File: src/rtl/mem_arb_pkg.sv
// Shared types for the CPU/loader memory arbiter: FSM states, access owner,
// and the loader wait-counter width with its saturating increment.
package mem_arb_pkg;

    typedef enum logic [1:0] {
        IDLE   = 2'd0,
        ACCESS = 2'd1,
        RESP   = 2'd2
    } state_e;

    typedef enum logic {
        OWN_CPU = 1'b0,
        OWN_LD  = 1'b1
    } owner_e;

    localparam int              WAIT_W   = 8;
    localparam logic [WAIT_W-1:0] WAIT_MAX = '1;

    function automatic logic [WAIT_W-1:0] sat_inc(input logic [WAIT_W-1:0] v);
        return (v == WAIT_MAX) ? v : v + 1'b1;
    endfunction

endpackage

File: src/rtl/mem_arbiter_pick.sv
// Combinational winner selection between CPU and loader.
// MEM_ARB_RR_EN selects round-robin; otherwise fixed CPU priority with a loader starvation override.
module arb_pick
    import mem_arb_pkg::*;
#(
    parameter int STARVE_LIMIT = 8
) (
    input  logic              cpu_req,
    input  logic              ld_req,
`ifdef MEM_ARB_RR_EN
    input  owner_e            last_owner,
`else
    input  logic [WAIT_W-1:0] wait_cnt,
`endif
    output logic              gnt_vld,
    output owner_e            gnt_owner
);

`ifndef MEM_ARB_RR_EN
    localparam logic [WAIT_W-1:0] LIMIT = WAIT_W'(STARVE_LIMIT);
    logic starved;
    assign starved = (wait_cnt >= LIMIT);
`endif

    always_comb begin
        gnt_vld   = cpu_req | ld_req;
        gnt_owner = OWN_CPU;
`ifdef MEM_ARB_RR_EN
        // On a tie the side that did not win last time goes next.
        if (ld_req && (!cpu_req || last_owner == OWN_CPU))
            gnt_owner = OWN_LD;
`else
        if (ld_req && (starved || !cpu_req))
            gnt_owner = OWN_LD;
`endif
    end

endmodule

File: src/rtl/mem_arbiter.sv
// Two-requester (CPU, loader) arbiter in front of a single-port synchronous memory.
// Define MEM_ARB_RR_EN for round-robin instead of fixed priority with starvation override.
module mem_arbiter
    import mem_arb_pkg::*;
#(
    parameter int WIDTH        = 32,
    parameter int ADDR_WIDTH   = 10,
    parameter int STARVE_LIMIT = 8
) (
    input  logic                  clk,
    input  logic                  rst,
    input  logic                  cpu_req,
    input  logic                  cpu_we,
    input  logic [ADDR_WIDTH-1:0] cpu_addr,
    input  logic [WIDTH-1:0]      cpu_wdata,
    output logic                  cpu_gnt,
    output logic                  cpu_rvalid,
    output logic [WIDTH-1:0]      cpu_rdata,
    output logic                  cpu_stall,
    input  logic                  ld_req,
    input  logic                  ld_we,
    input  logic [ADDR_WIDTH-1:0] ld_addr,
    input  logic [WIDTH-1:0]      ld_wdata,
    output logic                  ld_gnt,
    output logic                  ld_rvalid,
    output logic [WIDTH-1:0]      ld_rdata,
    input  logic                  ld_lock,
    output logic                  mem_en,
    output logic                  mem_we,
    output logic [ADDR_WIDTH-1:0] mem_addr,
    output logic [WIDTH-1:0]      mem_wdata,
    input  logic [WIDTH-1:0]      mem_rdata
);

    state_e                state_q, state_d;
    owner_e                owner_q, owner_d;
    logic                  we_q, we_d;
    logic [ADDR_WIDTH-1:0] addr_q, addr_d;
    logic [WIDTH-1:0]      wdata_q, wdata_d;
    logic [WIDTH-1:0]      cpu_rdata_q, cpu_rdata_d;
    logic [WIDTH-1:0]      ld_rdata_q, ld_rdata_d;

    logic   arb_cycle;
    logic   cpu_elig;
    logic   pick_vld;
    owner_e pick_owner;

`ifdef MEM_ARB_RR_EN
    owner_e last_q, last_d;
`else
    logic [WAIT_W-1:0] wait_q, wait_d;
`endif

    // The lock only masks new CPU requests; an access already latched completes.
    assign cpu_elig  = cpu_req & ~ld_lock;
    assign arb_cycle = (state_q != ACCESS);

    arb_pick #(
        .STARVE_LIMIT(STARVE_LIMIT)
    ) u_pick (
        .cpu_req   (cpu_elig),
        .ld_req    (ld_req),
`ifdef MEM_ARB_RR_EN
        .last_owner(last_q),
`else
        .wait_cnt  (wait_q),
`endif
        .gnt_vld   (pick_vld),
        .gnt_owner (pick_owner)
    );

    always_ff @(posedge clk or negedge rst) begin
        if (!rst) state_q <= IDLE;
        else      state_q <= state_d;
    end

    always_comb begin
        state_d = state_q;
        case (state_q)
            IDLE, RESP: state_d = pick_vld ? ACCESS : IDLE;
            ACCESS:     state_d = RESP;
            default:    state_d = IDLE;
        endcase
    end

    always_comb begin
        cpu_gnt    = 1'b0;
        ld_gnt     = 1'b0;
        cpu_rvalid = 1'b0;
        ld_rvalid  = 1'b0;
        mem_en     = 1'b0;
        mem_we     = 1'b0;
        case (state_q)
            ACCESS: begin
                mem_en  = 1'b1;
                mem_we  = we_q;
                cpu_gnt = (owner_q == OWN_CPU);
                ld_gnt  = (owner_q == OWN_LD);
            end
            RESP: begin
                cpu_rvalid = (owner_q == OWN_CPU);
                ld_rvalid  = (owner_q == OWN_LD);
            end
            default: ;
        endcase
    end

    assign mem_addr  = addr_q;
    assign mem_wdata = wdata_q;
    assign cpu_stall = cpu_req & ~cpu_gnt;
    assign cpu_rdata = cpu_rvalid ? mem_rdata : cpu_rdata_q;
    assign ld_rdata  = ld_rvalid  ? mem_rdata : ld_rdata_q;

    // Winner's request fields are captured at the arbitration edge.
    always_comb begin
        owner_d     = owner_q;
        we_d        = we_q;
        addr_d      = addr_q;
        wdata_d     = wdata_q;
        cpu_rdata_d = cpu_rvalid ? mem_rdata : cpu_rdata_q;
        ld_rdata_d  = ld_rvalid  ? mem_rdata : ld_rdata_q;
        if (arb_cycle && pick_vld) begin
            owner_d = pick_owner;
            if (pick_owner == OWN_LD) begin
                we_d    = ld_we;
                addr_d  = ld_addr;
                wdata_d = ld_wdata;
            end else begin
                we_d    = cpu_we;
                addr_d  = cpu_addr;
                wdata_d = cpu_wdata;
            end
        end
    end

    always_ff @(posedge clk or negedge rst) begin
        if (!rst) begin
            owner_q     <= OWN_CPU;
            we_q        <= 1'b0;
            addr_q      <= '0;
            wdata_q     <= '0;
            cpu_rdata_q <= '0;
            ld_rdata_q  <= '0;
        end else begin
            owner_q     <= owner_d;
            we_q        <= we_d;
            addr_q      <= addr_d;
            wdata_q     <= wdata_d;
            cpu_rdata_q <= cpu_rdata_d;
            ld_rdata_q  <= ld_rdata_d;
        end
    end

`ifdef MEM_ARB_RR_EN
    // Reset value of OWN_LD makes the CPU win the first tie.
    always_comb begin
        last_d = last_q;
        if (arb_cycle && pick_vld) last_d = pick_owner;
    end

    always_ff @(posedge clk or negedge rst) begin
        if (!rst) last_q <= OWN_LD;
        else      last_q <= last_d;
    end
`else
    always_comb begin
        wait_d = wait_q;
        if (arb_cycle && pick_vld) begin
            if (pick_owner == OWN_LD) wait_d = '0;
            else if (ld_req)          wait_d = sat_inc(wait_q);
        end
    end

    always_ff @(posedge clk or negedge rst) begin
        if (!rst) wait_q <= '0;
        else      wait_q <= wait_d;
    end
`endif

endmodule

File: config.mk
export PLATFORM = sky130hd
export DESIGN_NAME = mem_arbiter
export DESIGN_NICKNAME = d
export VERILOG_FILES = /design/src/rtl/mem_arb_pkg.sv /design/src/rtl/mem_arbiter_pick.sv /design/src/rtl/mem_arbiter.sv
export SDC_FILE = /design/constraint.sdc
export NUM_CORES = 1
export LEC_CHECK = 0
export BUFFER_PORTS_ARGS = -buffer_cell sky130_fd_sc_hd__buf_2
export CAP_MARGIN = 20
export CORE_MARGIN = 5
export CORE_UTILIZATION = 50
export CTS_CLUSTER_DIAMETER = 120
export DETAILED_ROUTE_END_ITERATION = 8
export PLACE_DENSITY = 0.85
export SLEW_MARGIN = 20
export SYNTH_ARGS = -nofsm -noshare
export SYNTH_HDL_FRONTEND = slang
export SYNTH_SLANG_ARGS = --single-unit
File: constraint.sdc
create_clock -name clk -period 5.9 [get_ports clk]
set_clock_uncertainty 0.2 [all_clocks]
set_input_delay 0.295 -clock clk [delete_from_list [all_inputs] [get_ports clk]]
set_output_delay 0.295 -clock clk [all_outputs]
set_load 0.05 [all_outputs]
==> impl_metrics.tcl, run 1 <==
set metrics [dict create \
    rows 36 \
    grt_max_degree 71 \
    drv_slew 0 \
    dieArea_um2 12300 \
    cts_max_level 4 \
    r2r_end "mem_wdata[4]" \
    dr.first_iter.drc_count 294 \
    ys_seq_elements 118 \
    relSlewSlack_pct 28.0 \
    status "finished, final reports clean" \
    clock-sinks 118 \
    netlist_area_um2 5070 \
    setup_viol 0 \
    core_area_um2 9820 \
    die_h_um 111 \
    drv_cap 0 \
    clk_latency_ns 0.51 \
    synth.distinct_cells 32 \
    drt-wirelength-per-cell_um 19.4 \
    cpLargestDelayFamily "buffers and inverters" \
    grtUsageTotal_pct 30.5 \
    crit_buf_inv 3 \
    netlist_top_cells_count "dfrtp_1 (118), nand2_1 (99), nor2_1 (51)" \
    dominantRegCellSynth "dfrtp_1" \
    max_freq_mhz 307 \
    cp-end-kind "output pin" \
    grt_pass1_wl_mm 29.4 \
    ys_warn_count 0 \
    synth_edf_count 0 \
    endpoint "ld_rdata[29]" \
    async_reset_ff_share_pct 100 \
    cts_tree "built" \
    yosysSeqAreaShare_pct 58.2 \
    powerDensity_nw_per_um2 520 \
    hp-class "in -> reg" \
    path_common_cell "nand2_1" \
    antenna_found_initial 2 \
    port_buffers 235 \
    synth_top_area_cell "dfrtp_1" \
    syn_to_final_growth_pct 61.7 \
    drt-total-wl_mm 18.4 \
    crit_required_ns 5.41 \
    post-route-drc-count 0 \
    leakagePower_nw 4.18 \
    critPathMaxStageDelay_ns 0.82 \
    syn_nets 570 \
    nets 927 \
    vias 4943 \
    final_util_pct 83.5 \
    reg2reg_from "wait_q[3]" \
    netlist.area_leader.share_pct 58.2 \
    rsz0062_at_grt "false" \
    grt_pass1_vias 5444 \
    start_util_pct 51.7 \
    r2r_setup_slack_ns 2.65 \
    die_w_um 111 \
    dp_hpwl_mm 10.0 \
    start_kind "flop" \
    synth_cells 445 \
    place_congestion 0.780 \
    cts_buffers 17 \
    clk_pin_slew_ns 0.05 \
    cts_setup_buffers 0 \
    peakVddDrop_mv 0.333 \
    arrival_ns 2.77 \
    worst-path-stages 6 \
    layout-drive-gt1-share_pct 42.3 \
    crit_path_max_fanout 33 \
    synth_top_cells_by_area "dfrtp_1 (58%), mux2i_1 (8.5%), nand2_1 (7.3%)" \
    clk_path_buf_depth 2 \
    io_pins 236 \
    setup_tns_ns 0 \
    critPathLaunch "state_q[0]" \
    worst_pin_slew_ns 1.08 \
    final.period_utilization_pct 55.3 \
    cp_cell_sequence "nand3b_1, buf_4, inv_1, nand2_1, nand2_1, buf_2" \
    avgSynthCellArea_um2 11.4 \
    hold_viol 0 \
    critPathKind "reg -> out" \
    overflow 0 \
    cts_root_buf "clkbuf_8" \
    viasPerCell 5.21 \
    final_antenna_net_count 0 \
    crit_slowest_cell "inv_1" \
    fin_crit_ns 3.26 \
    drt_pre_antenna_iters 5 \
    synth_most_common_cell "dfrtp_1" \
    reg2reg_depth 6 \
]
## cells by family (layout without fill, tap and decap cells)
logic type	count (synthesis)	after routing	share of synthesized area, %
buffers and inverters	29	399	3.70
other	0	1	0
AND/OR/NAND/NOR	165	165	13.0
multiplexers	75	75	15.6
XOR/XNOR	1	1	0.173
adder cells (fa/ha/maj)	2	2	0.493
AO/OA/AOI/OAI	55	55	8.85
flip-flops	118	118	58.2
## placed cells by master (no fill, tap or decap), drive strengths merged
cell type / n
nand3b: 1
inv: 6
nand2: 99
bufinv: 6
o31ai: 1
xnor2: 1
or4: 1
dfrtp: 118
nor3: 3
a21oi: 45
ha: 2
nor2: 51
clkinv: 2
nand3: 1
and2: 1
nand2b: 2
mux2: 32
o22ai: 1
a21o: 1
nor3b: 1
o21ai: 1
a22o: 1
diode: 1
clkbuf: 24
buf: 241
o21bai: 1
dlygate4sd3: 120
a31oi: 4
or3: 1
and3: 2
mux2i: 43
nor2b: 2
## final cells by class
cell class / count / area, um^2
Sequential cell: 118 / 2950
Timing Repair Buffer: 361 / 2430
Multi-Input combinational cell: 298 / 1950
Fill cell: 515 / 1620
Clock buffer: 24 / 490
Clock inverter: 8 / 190
Tap cell: 133 / 166
Inverter: 6 / 22.5
Antenna cell: 1 / 2.50
## stage by stage
| stage | power [mW] | hold WS [ns] | cell area, um^2 | worst slack [ns] | std cells |
|---|---|---|---|---|---|
| final | 4.27 | 0.0948 | 8200 | 2.64 | 949 |
| after global routing | 4.43 | 0.109 | 8200 | 2.44 | 949 |
| after CTS | 4.24 | 0.0696 | 8190 | 2.17 | 947 |
| after detailed placement | 2.97 | 0.150 | 6310 | 2.67 | 795 |
| after global placement | 2.93 | 0.143 | 6310 | 2.80 | 795 |
| after floorplan | 2.54 | -0.201 | 5070 | 3.51 | 445 |
## flip-flops by register name, indices dropped and copies added, names as in the netlist
register / cells
cpu_rdata_q: 32
ld_rdata_q: 32
mem_wdata: 32
mem_addr: 10
wait_q: 8
state_q: 2
owner_q: 1
we_q: 1
## worst min-delay path by stage
| stage | to | slack [ns] | startpoint | cells past startpoint |
|---|---|---|---|---|
| after detailed placement | ld_rdata_q[8] | 0.15 | rst | 1 |
| after floorplan | cpu_rdata_q[0] | -0.20 | rst | 0 |
| after global routing | state_q[0] | 0.11 | cpu_req | 3 |
| after global placement | ld_rdata_q[8] | 0.14 | rst | 1 |
| final | state_q[0] | 0.09 | cpu_req | 3 |
| after CTS | state_q[0] | 0.07 | cpu_req | 3 |
## what timing repair did
action,4_1_cts,5_1_grt
resized for setup,0,0
hold buffers,120,0
hold endpoints to repair,157,0
## worst reg2reg max path: cells and delay by family (launching register included)
kind	cells	cell delay, ns
buffers and inverters	2	1.15
flip-flops	1	0.43
AO/OA/AOI/OAI	2	0.47
AND/OR/NAND/NOR	1	0.58
multiplexers	1	0.29
## routing by layer
metal / vias up / track usage [%] / routed length (um)
met4: 2 / 18.1 / 963
met3: 79 / 9.06 / 1370
met1: 2362 / 32.8 / 6650
met2: 301 / 52.7 / 9390
met5: - / 0 / 12
li1: 2199 / - / -
## where the power goes
part,total [mW],switching (mW),internal [mW]
Sequential,1.19,0.108,1.08
Clock,1.18,0.352,0.827
Combinational,1.90,1.44,0.467
Total,4.27,1.90,2.37
Power figures use the tool's default switching activity.
==> inputs of run 2 (changes only) <==
Settings changed: CORE_UTILIZATION 50 to 47, PLACE_DENSITY 0.85 to 0.81.
Clock period 5.9 ns to 3.3 ns, I/O delays scaled along.
==> impl_metrics.tcl, run 2 (same netlist as run 1, synthesis figures left out) <==
set metrics [dict create \
    status "finished, final reports clean" \
    r2r_setup_slack_ns 0.47 \
    worst_pin_slew_ns 1.03 \
    clk_path_buf_depth 2 \
    final_common_cell "buf_2" \
    grt_util_met1_pct 30.2 \
    drv_cap 0 \
    busiest_layer "met2" \
    rsz0062_at_grt "false" \
    final_util_pct 76.3 \
    setup_tns_ns 0 \
    cts_max_level 4 \
    viasPerCell 4.93 \
    totalPowerFinal_mw 7.25 \
    place_congestion 0.854 \
    p_comb_share_pct 46.7 \
    grt_max_degree 72 \
    worst-path-stages 6 \
    final_antenna_net_count 0 \
    crit_buf_inv 2 \
    arrival_ns 2.98 \
    p_sw_share_pct 46.6 \
    vias 4730 \
    cp-end-kind "flop" \
    ctsResizeCount 0 \
    syn_to_final_growth_pct 60.9 \
    core_area_um2 10700 \
    layout_common_cells "buf_2 (234), dlygate4sd3_1 (121), dfrtp_1 (118)" \
    start_kind "flop" \
    dr.first_iter.drc_count 272 \
    post-route-drc-count 0 \
    internal-power_mw 3.87 \
    relSlewSlack_pct 31.3 \
    crit_path_max_fanout 45 \
    fin_hold_ws_ns 0.0886 \
    grtUsageMet2_pct 44.0 \
    overflow 0 \
    grt_pass1_wl_mm 26.7 \
    port_buffers 235 \
    powerDensity_nw_per_um2 888 \
    p_seq_share_pct 28.9 \
    drt-wirelength-per-cell_um 17.1 \
    place_inst 806 \
    crit_required_ns 3.45 \
    io_pins 236 \
    layout-drive-gt1-share_pct 42.7 \
    die_w_um 114 \
    switching_power_mw 3.38 \
    grt_pass1_vias 5321 \
    peakVddDrop_mv 0.636 \
    finalWorstSetupSlack_ns 0.470 \
    hold_viol 0 \
    cts_root_buf "clkbuf_8" \
    fin_crit_ns 2.83 \
    clock-sinks 118 \
    drt_pre_antenna_iters 6 \
    dp_hpwl_mm 9.53 \
    critPathKind "reg -> reg" \
    cpLargestDelayFamily "buffers and inverters" \
    die_h_um 114 \
    crit_slowest_cell "dlygate4sd3_1" \
    setup_viol 0 \
    hp-class "in -> reg" \
    cts_setup_buffers 0 \
    fin_area_um2 8160 \
    antenna_found_initial 1 \
    rows 38 \
    clk_pin_slew_ns 0.06 \
    pwr-share-clk_pct 24.3 \
    r2r_end "mem_wdata[28]" \
    critPathMaxStageDelay_ns 0.61 \
    fin_cells 960 \
    drv_slew 0 \
    nets 931 \
    cp_cell_sequence "or4_4, o31ai_4, buf_12, mux2i_1, dlygate4sd3_1, a21oi_2" \
    final.period_utilization_pct 85.8 \
    reg2reg_from "wait_q[3]" \
    grtUsageMet3_pct 9.28 \
    reg2reg_depth 6 \
    place_area_um2 6370 \
    grtUsageTotal_pct 26.2 \
    dieArea_um2 13000 \
    cts_buffers 17 \
    dp_slack_ns 0.983 \
    cts_tree "built" \
    fill_cells 628 \
    start_util_pct 47.4 \
    clk_latency_ns 0.49 \
    drt-total-wl_mm 16.4 \
    critPathLaunch "wait_q[3]" \
    max_freq_mhz 353 \
    leakagePower_nw 4.15 \
    endpoint "mem_wdata[28]" \
]
[run 2: routing by layer]
layer  vias up  wire [um]  share of wire, %
li1       2209          -                 -
met1      2216       6400                39
met2       250       7980                49
met3        55       1510               9.2
met4         0        550               3.3
met5         -          0                 0
[run 2: cell type report]
class                           count  area (um^2)  share of cell area, %
Antenna cell                        1         2.50                 0.0307
Clock buffer                       18          428                   5.24
Clock inverter                     14          150                   1.84
Inverter                            6         22.5                  0.276
Multi-Input combinational cell    298         1950                   23.9
Sequential cell                   118         2950                   36.2
Tap cell                          140          175                   2.15
Timing Repair Buffer              365         2480                   30.4
[run 2: how the worst min path moves through the flow]
stage,from,end,cells past startpoint
after floorplan,rst,cpu_rdata_q[0],0
after global placement,rst,cpu_rdata_q[8],1
after detailed placement,rst,cpu_rdata_q[8],1
after CTS,cpu_req,wait_q[1],5
after global routing,ld_lock,wait_q[1],5
final,ld_lock,wait_q[1],5
[run 2: power groups by stage]
stage | clock (mW) | combinational, mW | sequential, mW
6_report | 1.76 | 3.39 | 2.10
4_1_cts | 1.81 | 3.35 | 2.09
2_1_floorplan | 0 | 2.11 | 2.44
5_1_grt | 1.87 | 3.56 | 2.14
3_5_place_dp | 0 | 3.21 | 2.11
3_3_place_gp | 0 | 3.15 | 2.08
[run 2: repair_timing]
item,4_1_cts,5_1_grt
hold buffers,121,0
endpoints found under the hold margin,179,0
setup endpoints to repair,0,0
[run 2: worst reg2reg max path, stage by stage (launching register included)]
cell	delay, ns
dfrtp_1	0.43
or4_4	0.58
o31ai_4	0.22
buf_12	0.33
mux2i_1	0.25
dlygate4sd3_1	0.61
a21oi_2	0.08
